`src/rtl/ex_mem_reg_pkg.sv`:
```
`default_nettype none
//==============================================================================
// Module      : ex_mem_reg_pkg
// Description : Shared widths, constants, the EX/MEM payload type and the
//               stall/flush update decoder for the EX/MEM pipeline register.
// Revision    : 1.0 - initial release
//==============================================================================
package ex_mem_reg_pkg;

    localparam int REG_BUS        = 32;
    localparam int REG_ADDR_BUS   = 5;
    localparam int ALU_OP_BUS     = 8;
    localparam int DOUBLE_REG_BUS = 64;
    localparam int STALL_W        = 6;

    // Stall vector bit positions
    localparam int STALL_EX  = 3;
    localparam int STALL_MEM = 4;

    localparam logic                  RST_ENABLE = 1'b1;
    localparam logic [ALU_OP_BUS-1:0] EXE_NOP_OP = 8'h00;
    localparam logic [REG_BUS-1:0]    ZERO_WORD  = 32'h0000_0000;

    // Everything EX hands to MEM, carried as one packed word
    typedef struct packed {
        logic [REG_ADDR_BUS-1:0] wd;
        logic                    wreg;
        logic [REG_BUS-1:0]      wdata;
        logic                    whilo;
        logic [REG_BUS-1:0]      hi;
        logic [REG_BUS-1:0]      lo;
        logic [ALU_OP_BUS-1:0]   aluop;
        logic [REG_BUS-1:0]      mem_addr;
        logic [REG_BUS-1:0]      reg2;
    } ex_mem_t;

    // An all-zero entry is a bubble: no writes, NOP opcode
    localparam ex_mem_t BUBBLE_ENTRY = '{
        wd: '0, wreg: 1'b0, wdata: ZERO_WORD, whilo: 1'b0,
        hi: ZERO_WORD, lo: ZERO_WORD, aluop: EXE_NOP_OP,
        mem_addr: ZERO_WORD, reg2: ZERO_WORD
    };

    typedef enum logic [1:0] {
        UPD_CLEAR   = 2'd0,
        UPD_BUBBLE  = 2'd1,
        UPD_ADVANCE = 2'd2,
        UPD_HOLD    = 2'd3
    } upd_e;

    // Flush beats stall. EX stalled with MEM running emits a bubble; EX running
    // advances (this also covers the never-produced MEM-only stall); both
    // stalled holds.
    function automatic upd_e stage_update(input logic               flush,
                                          input logic [STALL_W-1:0] stall);
        upd_e r;
        if (flush)
            r = UPD_CLEAR;
        else if (stall[STALL_EX] && !stall[STALL_MEM])
            r = UPD_BUBBLE;
        else if (!stall[STALL_EX])
            r = UPD_ADVANCE;
        else
            r = UPD_HOLD;
        return r;
    endfunction

endpackage
`default_nettype wire

```
`src/rtl/ex_mem_reg_madd_hold.sv`:
```
`default_nettype none
//==============================================================================
// Module      : madd_hold
// Description : Holds the intermediate 64-bit MADD/MSUB product and its cycle
//               counter while EX is stalled, feeding them back to EX. Built
//               only when EX_MEM_MADD_EN is defined.
// Revision    : 1.0 - initial release
//==============================================================================
`ifdef EX_MEM_MADD_EN
module madd_hold
    import ex_mem_reg_pkg::*;
(
    input  logic                      clk,
    input  logic                      rst,
    input  upd_e                      upd_i,
    input  logic [DOUBLE_REG_BUS-1:0] hilo_i,
    input  logic [1:0]                cnt_i,
    output logic [DOUBLE_REG_BUS-1:0] hilo_o,
    output logic [1:0]                cnt_o
);

    logic [DOUBLE_REG_BUS-1:0] hilo_d, hilo_q;
    logic [1:0]                cnt_d,  cnt_q;

    // Keep the partial product only while EX is stalled; any flush or advance drops it
    always_comb begin
        hilo_d = '0;
        cnt_d  = 2'd0;
        if (upd_i == UPD_BUBBLE || upd_i == UPD_HOLD) begin
            hilo_d = hilo_i;
            cnt_d  = cnt_i;
        end
    end

    // Holding register, cleared by reset
    always_ff @(posedge clk) begin
        if (rst == RST_ENABLE) begin
            hilo_q <= '0;
            cnt_q  <= 2'd0;
        end else begin
            hilo_q <= hilo_d;
            cnt_q  <= cnt_d;
        end
    end

    assign hilo_o = hilo_q;
    assign cnt_o  = cnt_q;

endmodule
`endif
`default_nettype wire

```
`src/rtl/ex_mem_reg.sv`:
```
`default_nettype none
//==============================================================================
// Module      : ex_mem_reg
// Description : EX/MEM pipeline register. Captures the EX result each edge,
//               honouring flush and the global stall vector (bubble / hold),
//               and optionally holds the two-cycle MADD/MSUB intermediate.
//               Optional feature macro: EX_MEM_MADD_EN.
// Revision    : 1.0 - initial release
//==============================================================================
module ex_mem_reg
    import ex_mem_reg_pkg::*;
(
    input  logic                      clk,
    input  logic                      rst,
    input  logic [STALL_W-1:0]        stall,
    input  logic                      flush,
    input  logic [REG_ADDR_BUS-1:0]   ex_wd,
    input  logic                      ex_wreg,
    input  logic [REG_BUS-1:0]        ex_wdata,
    input  logic                      ex_whilo,
    input  logic [REG_BUS-1:0]        ex_hi,
    input  logic [REG_BUS-1:0]        ex_lo,
    input  logic [ALU_OP_BUS-1:0]     ex_aluop,
    input  logic [REG_BUS-1:0]        ex_mem_addr,
    input  logic [REG_BUS-1:0]        ex_reg2,
    input  logic [DOUBLE_REG_BUS-1:0] hilo_i,
    input  logic [1:0]                cnt_i,
    output logic [REG_ADDR_BUS-1:0]   mem_wd,
    output logic                      mem_wreg,
    output logic [REG_BUS-1:0]        mem_wdata,
    output logic                      mem_whilo,
    output logic [REG_BUS-1:0]        mem_hi,
    output logic [REG_BUS-1:0]        mem_lo,
    output logic [ALU_OP_BUS-1:0]     mem_aluop,
    output logic [REG_BUS-1:0]        mem_mem_addr,
    output logic [REG_BUS-1:0]        mem_reg2,
    output logic [DOUBLE_REG_BUS-1:0] hilo_o,
    output logic [1:0]                cnt_o
);

    upd_e    w_upd;
    ex_mem_t w_ex;
    ex_mem_t pipe_d, pipe_q;

    // Only the EX and MEM stall bits matter to this stage
    logic w_unused_stall;
    assign w_unused_stall = ^{stall[STALL_W-1:STALL_MEM+1], stall[STALL_EX-1:0]};

    assign w_upd = stage_update(flush, stall);

    assign w_ex = '{
        wd: ex_wd, wreg: ex_wreg, wdata: ex_wdata, whilo: ex_whilo,
        hi: ex_hi, lo: ex_lo, aluop: ex_aluop,
        mem_addr: ex_mem_addr, reg2: ex_reg2
    };

    // Next entry: clear/bubble insert a NOP, advance takes EX, hold keeps the current entry
    always_comb begin
        pipe_d = pipe_q;
        case (w_upd)
            UPD_CLEAR:   pipe_d = BUBBLE_ENTRY;
            UPD_BUBBLE:  pipe_d = BUBBLE_ENTRY;
            UPD_ADVANCE: pipe_d = w_ex;
            default:     pipe_d = pipe_q;
        endcase
    end

    // Pipeline register proper
    always_ff @(posedge clk) begin
        if (rst == RST_ENABLE)
            pipe_q <= BUBBLE_ENTRY;
        else
            pipe_q <= pipe_d;
    end

    assign mem_wd       = pipe_q.wd;
    assign mem_wreg     = pipe_q.wreg;
    assign mem_wdata    = pipe_q.wdata;
    assign mem_whilo    = pipe_q.whilo;
    assign mem_hi       = pipe_q.hi;
    assign mem_lo       = pipe_q.lo;
    assign mem_aluop    = pipe_q.aluop;
    assign mem_mem_addr = pipe_q.mem_addr;
    assign mem_reg2     = pipe_q.reg2;

`ifdef EX_MEM_MADD_EN
    madd_hold u_madd_hold (
        .clk    (clk),
        .rst    (rst),
        .upd_i  (w_upd),
        .hilo_i (hilo_i),
        .cnt_i  (cnt_i),
        .hilo_o (hilo_o),
        .cnt_o  (cnt_o)
    );
`else
    // Feature absent: feedback path tied off, EX intermediate ignored
    logic w_unused_madd;
    assign w_unused_madd = ^{hilo_i, cnt_i};
    assign hilo_o = '0;
    assign cnt_o  = 2'd0;
`endif

endmodule
`default_nettype wire

```
`config.mk`:
```
export PLATFORM = sky130hd
export DESIGN_NAME = ex_mem_reg
export DESIGN_NICKNAME = d
export VERILOG_FILES = /design/src/rtl/ex_mem_reg_pkg.sv /design/src/rtl/ex_mem_reg_madd_hold.sv /design/src/rtl/ex_mem_reg.sv
export SDC_FILE = /design/constraint.sdc
export NUM_CORES = 1
export LEC_CHECK = 0
export ABC_AREA = 1
export ABC_CLOCK_PERIOD_IN_PS = 1250
export BUFFER_PORTS_ARGS = -buffer_cell sky130_fd_sc_hd__buf_2
export CELL_PAD_IN_SITES_DETAIL_PLACEMENT = 1
export CELL_PAD_IN_SITES_GLOBAL_PLACEMENT = 2
export CORE_AREA = 2 2 189 191
export CTS_CLUSTER_DIAMETER = 50
export DETAILED_ROUTE_END_ITERATION = 10
export DIE_AREA = 0 0 191 193
export PLACE_DENSITY = 0.82
export SYNTH_ARGS = -nofsm -noshare
export SYNTH_HDL_FRONTEND = slang
export SYNTH_SLANG_ARGS = --single-unit
```
`constraint.sdc`:
```
create_clock -name clk -period 1.25 [get_ports clk]
set_input_delay 0.25 -clock clk [delete_from_list [all_inputs] [get_ports clk]]
set_output_delay 0.25 -clock clk [all_outputs]
set_load 0.01 [all_outputs]
```
Word level (Yosys, flattened, before mapping)
Index checks and enable logic that the tools add are counted.

Input port bits: 250. Word-level logic and storage cells: 20. Flip-flop bits (word level): 175.

Equal/unequal tests: 2. Reduce and logical (&&, ||, !) cells: 5. Multiplexer cells: 4.

Operator list (number): $pmux 175 s2 (1); $mux 2 (2); $eq 2x1->1 const B (1); $eq 2x2->1 const B (1); $logic_not 2->1 (1); $reduce_bool 2->1 (1); $reduce_or 2->1 (1); $logic_and 1x1->1 (1); $logic_not 1->1 (1); $mux 1 (1).

Logic depth before layout (Yosys ltp)
Depth in word-level cells: 7. Gate-level depth with buffers: 6. Depth with buffers taken out: 3.

Worst setup path after synthesis
OpenSTA, ideal clock, no wires.

Path kind: input to register. Start point: input port stall[3]. End point: register pipe_q, in the netlist mem_lo[10]. Data required time: 1180 ps. Data arrival time: 965 ps. Stages on the path: 6. Path slack: 214 ps. Cells stage by stage: buf_4 nor2_8 buf_8 clkbuf_4 nand2_1 a21oi_1.

Word-level cells in the longest chain between the ends: 6.

Ends and longest elaborated chain: start: declaration (line ex_mem_reg.sv:15) `input logic [STALL_W-1:0] stall,`; $mux 1 / $logic_and 1x1->1 (equally long branches) (line ex_mem_reg_pkg.sv:61, ex_mem_reg_pkg.sv:59); $mux 2 (*) (line ex_mem_reg_pkg.sv:59) `else if (stall[STALL_EX] && !stall[STALL_MEM])`; $mux 2 (*) (line ex_mem_reg_pkg.sv:57) `if (flush)`; $eq 2x1->1 / $logic_not 2->1 (equally long branches) (line ex_mem_reg.sv:60) `case (w_upd)`; $reduce_or 2->1 (no line); $pmux 175 s2 / $reduce_bool 2->1 (equally long branches); end signal: assignment (line ex_mem_reg.sv:73) `pipe_q <= pipe_d;`; end: declaration (line ex_mem_reg.sv:43) `ex_mem_t pipe_d, pipe_q;`.

Every way passes the cells marked *; elsewhere a longest branch is shown, timed or not. A chain may end at the register's enable or synchronous reset.

Worst setup path in the final report
Start point: register pipe_q, in the netlist mem_lo[0]. End point: output port mem_lo[0].

RTL lines: end: declaration (line ex_mem_reg.sv:33) `output logic [REG_BUS-1:0] mem_lo,`.

No word-level cell between the ends.

==> metrics.txt <==
status finished clean; Slew Limit Fails 0; R2R Setup Slk 560 ps; Max Cap Violations 0; RSZ-0062 raised after global routing no; Worst R2R End mem_mem_addr[8]; worst r2r path cells 2; Setup TNS Final 0 ps; Post-Synth Simple-Gate Area 24.6%; area share of fa/ha/maj cells after synthesis 0%; Setup Slack @ Placement 17.3 ps; worst-path fanout max 2; Post-Route Skew 0 ps; worst path required time 1000 ps; initial antenna violation count 1; Num CTS Buffers 17; maximum root-to-sink buffer count 2; starting density of the core about 21%; worst path arrival time 940 ps; later-pin clock latency in the skew report between 400 and 500 ps; Clk pwr share 42.9%; final worst path period share a little over nine tenths; RePlAce Congestion 0.793; Vias 7567; final hold viol count 0; Syn Inst Count 865; TritonCTS clock tree done; Clk pin slew, worst setup/hold paths 70 ps; worst-path cell chain buf_2; mux cell area share after synthesis 0%; Bufs and invs on worst path 1; startpoint class of the critical path flip-flop; grt ovf 0; yosys warns 0; Seq pwr share 44.2%; sequential area share after synthesis 48.6%; Setup crit end kind output port; cts hold-fix bufs 0; post-synthesis register bit count 175; layout cell share with drive strength beyond 1 38.6%; Yosys cell types 15; Total Routing Usage GR approximately 14%; Core ar. 35000 µm²; min-delay src ex_wd[2]; CP Class flip-flop to output port; power per standard cell area 1270 nW/µm²; Period minus WS final between 1000 and 1500 ps; Initial DRC Count 291; P&R area growth vs syn 43.6%; Mapped Area 7210 µm²; number of top-level pins 491; delay-heaviest family, CP flip-flops; slowest CP cell dfxtp_1; final setup violation count 0; largest family of logic cells by synthesized area simple AND/OR/NAND/NOR gates; die width roughly 190 µm; Switching Share 27.0%; leakage power 4.58 nW; power share of the combinational group between 10% and 20%; vias in the first global route 7389; Detail Placement HPWL 20400 µm; CP max stage delay 350 ps; Die Y 193 µm; # DRC 0; DRT Pass-1 Iters 4; Hold WC Path Type input pin to flip-flop; Hold Path Sink mem_wd[2]; hold slack 46.1 ps; H-tree level count 4; largest net degree at the start of global routing 40; Achievable Freq 840 MHz; DIE AREA between 30000 and 40000 µm²; vias per cell 4.49; Wirelength per Cell 16.4 µm; final WL 27700 µm; worst vdd ir 0.920 mV; reg2reg start mem_mem_addr[8]; post-synthesis compound-gate area fraction between 10 and 15%; Int Pwr 9.62 mW; PortBufs around 350; hold depth 3; root buffer cell clkbuf_16; clk sinks 175; nets 1460; FP Rows 69; sw power 3.56 mW; first-pass GRT wire length 41400 µm; worst setup margin 59.1 ps; Syn Area/Cell 8.34 µm²; XOR/XNOR Fraction of Synth Area 0%; Power, Total between 10 and 15 mW; post-route ant nets 0
[layout make-up]
| cell class | instances | area (µm²) |
|---|---|---|
| Multi-Input combinational cell | 592 | 2930 |
| Inverter | 1 | 6.26 |
| Fill cell | 4271 | 24600 |
| Timing Repair Buffer | 423 | 2730 |
| Antenna cell | 2 | 5.00 |
| Tap cell | 461 | 577 |
| Clock buffer | 17 | 425 |
| Sequential cell | 175 | 3510 |
| Clock inverter | 15 | 179 |
[per-stage QoR]
step,utilization [%],instance area (µm²),cells
floorplan,-,7460,930
global placement,27.8,9730,1652
detailed placement,27.8,9730,1652
CTS,29.6,10300,1684
global route,29.6,10400,1685
finish,29.6,10400,1686
[power by group through the flow]
stage | registers (mW) | logic (mW) | clock network (mW)
after global placement | 5.94 | 1.70 | 0
after floorplan | 6.03 | 0.856 | 0
after CTS | 5.82 | 1.72 | 5.91
after detailed placement | 5.95 | 1.72 | 0
final | 5.82 | 1.71 | 5.65
after global routing | 5.84 | 1.87 | 6.13
[Yosys cell counts (all sizes together)]
| cell type | n | area [µm²] |
|---|---|---|
| a21oi | 175 | 913 |
| dfxtp | 175 | 3500 |
| nand2 | 175 | 657 |
| nand4 | 175 | 1090 |
| buf | 132 | 902 |
| clkbuf | 30 | 116 |
| conb | 1 | 3.75 |
| inv | 1 | 3.75 |
| nor2 | 1 | 20.0 |
[routing by layer]
layer  wire length [µm]  share of wire, %  global-route usage, %  vias up
li1                   -                 -                      -     3625
met1              11800                42                   17.7     3640
met2              13500                49                   23.9      269
met3               1890               6.8                   4.11       33
met4                612               2.2                   5.61        0
met5                  0                 0                      0        -
[worst max-delay path by stage]
| stage | endpoint | slack (ps) | depth (start not counted) | startpoint |
|---|---|---|---|---|
| 6_report | mem_lo[0] | 60 | 1 | mem_lo[0] |
| 2_1_floorplan | mem_lo[10] | 210 | 6 | stall[3] |
| 5_1_grt | mem_wd[0] | 0.05 | 1 | mem_wd[0] |
| 3_5_place_dp | mem_lo[9] | 20 | 6 | stall[3] |
| 4_1_cts | mem_lo[28] | 8 | 1 | mem_lo[28] |
| 3_3_place_gp | mem_lo[7] | 50 | 6 | stall[3] |
[cell families (layout without fill, tap and decap cells)]
kind of cell	after synthesis	count (layout)
and+or+nand+nor	351	351
buffers and inverters	163	456
DFF	175	175
other	1	68
AOI/OAI and AO/OA	175	175
[state kept, by name (all words and copies together) (netlist names)]
signal and count:
mem_whilo 1, mem_aluop 8, mem_hi 32, mem_wd 5, mem_wdata 32, mem_reg2 32, mem_lo 32, mem_wreg 1
mem_mem_addr 32
[repair_timing]
item	4_1_cts	5_1_grt
cloned	0	0
setup buffers	0	0
resized for setup	1	9
setup endpoints to repair	1	8
[cell usage in the layout (no fill, tap or decap), types with 2 or more instances in the layout]
master and instances:
buf_2 346, nand4_1 175, nand2_1 175, dfxtp_1 170, a21oi_1 165, conb_1 66, buf_4 43, buf_12 33
clkbuf_16 17, a21oi_2 10, inv_6 5, dfxtp_2 5, clkinv_2 4, bufinv_16 3, diode_2 2, clkinv_4 2
(Power assumes the default switching activity.)
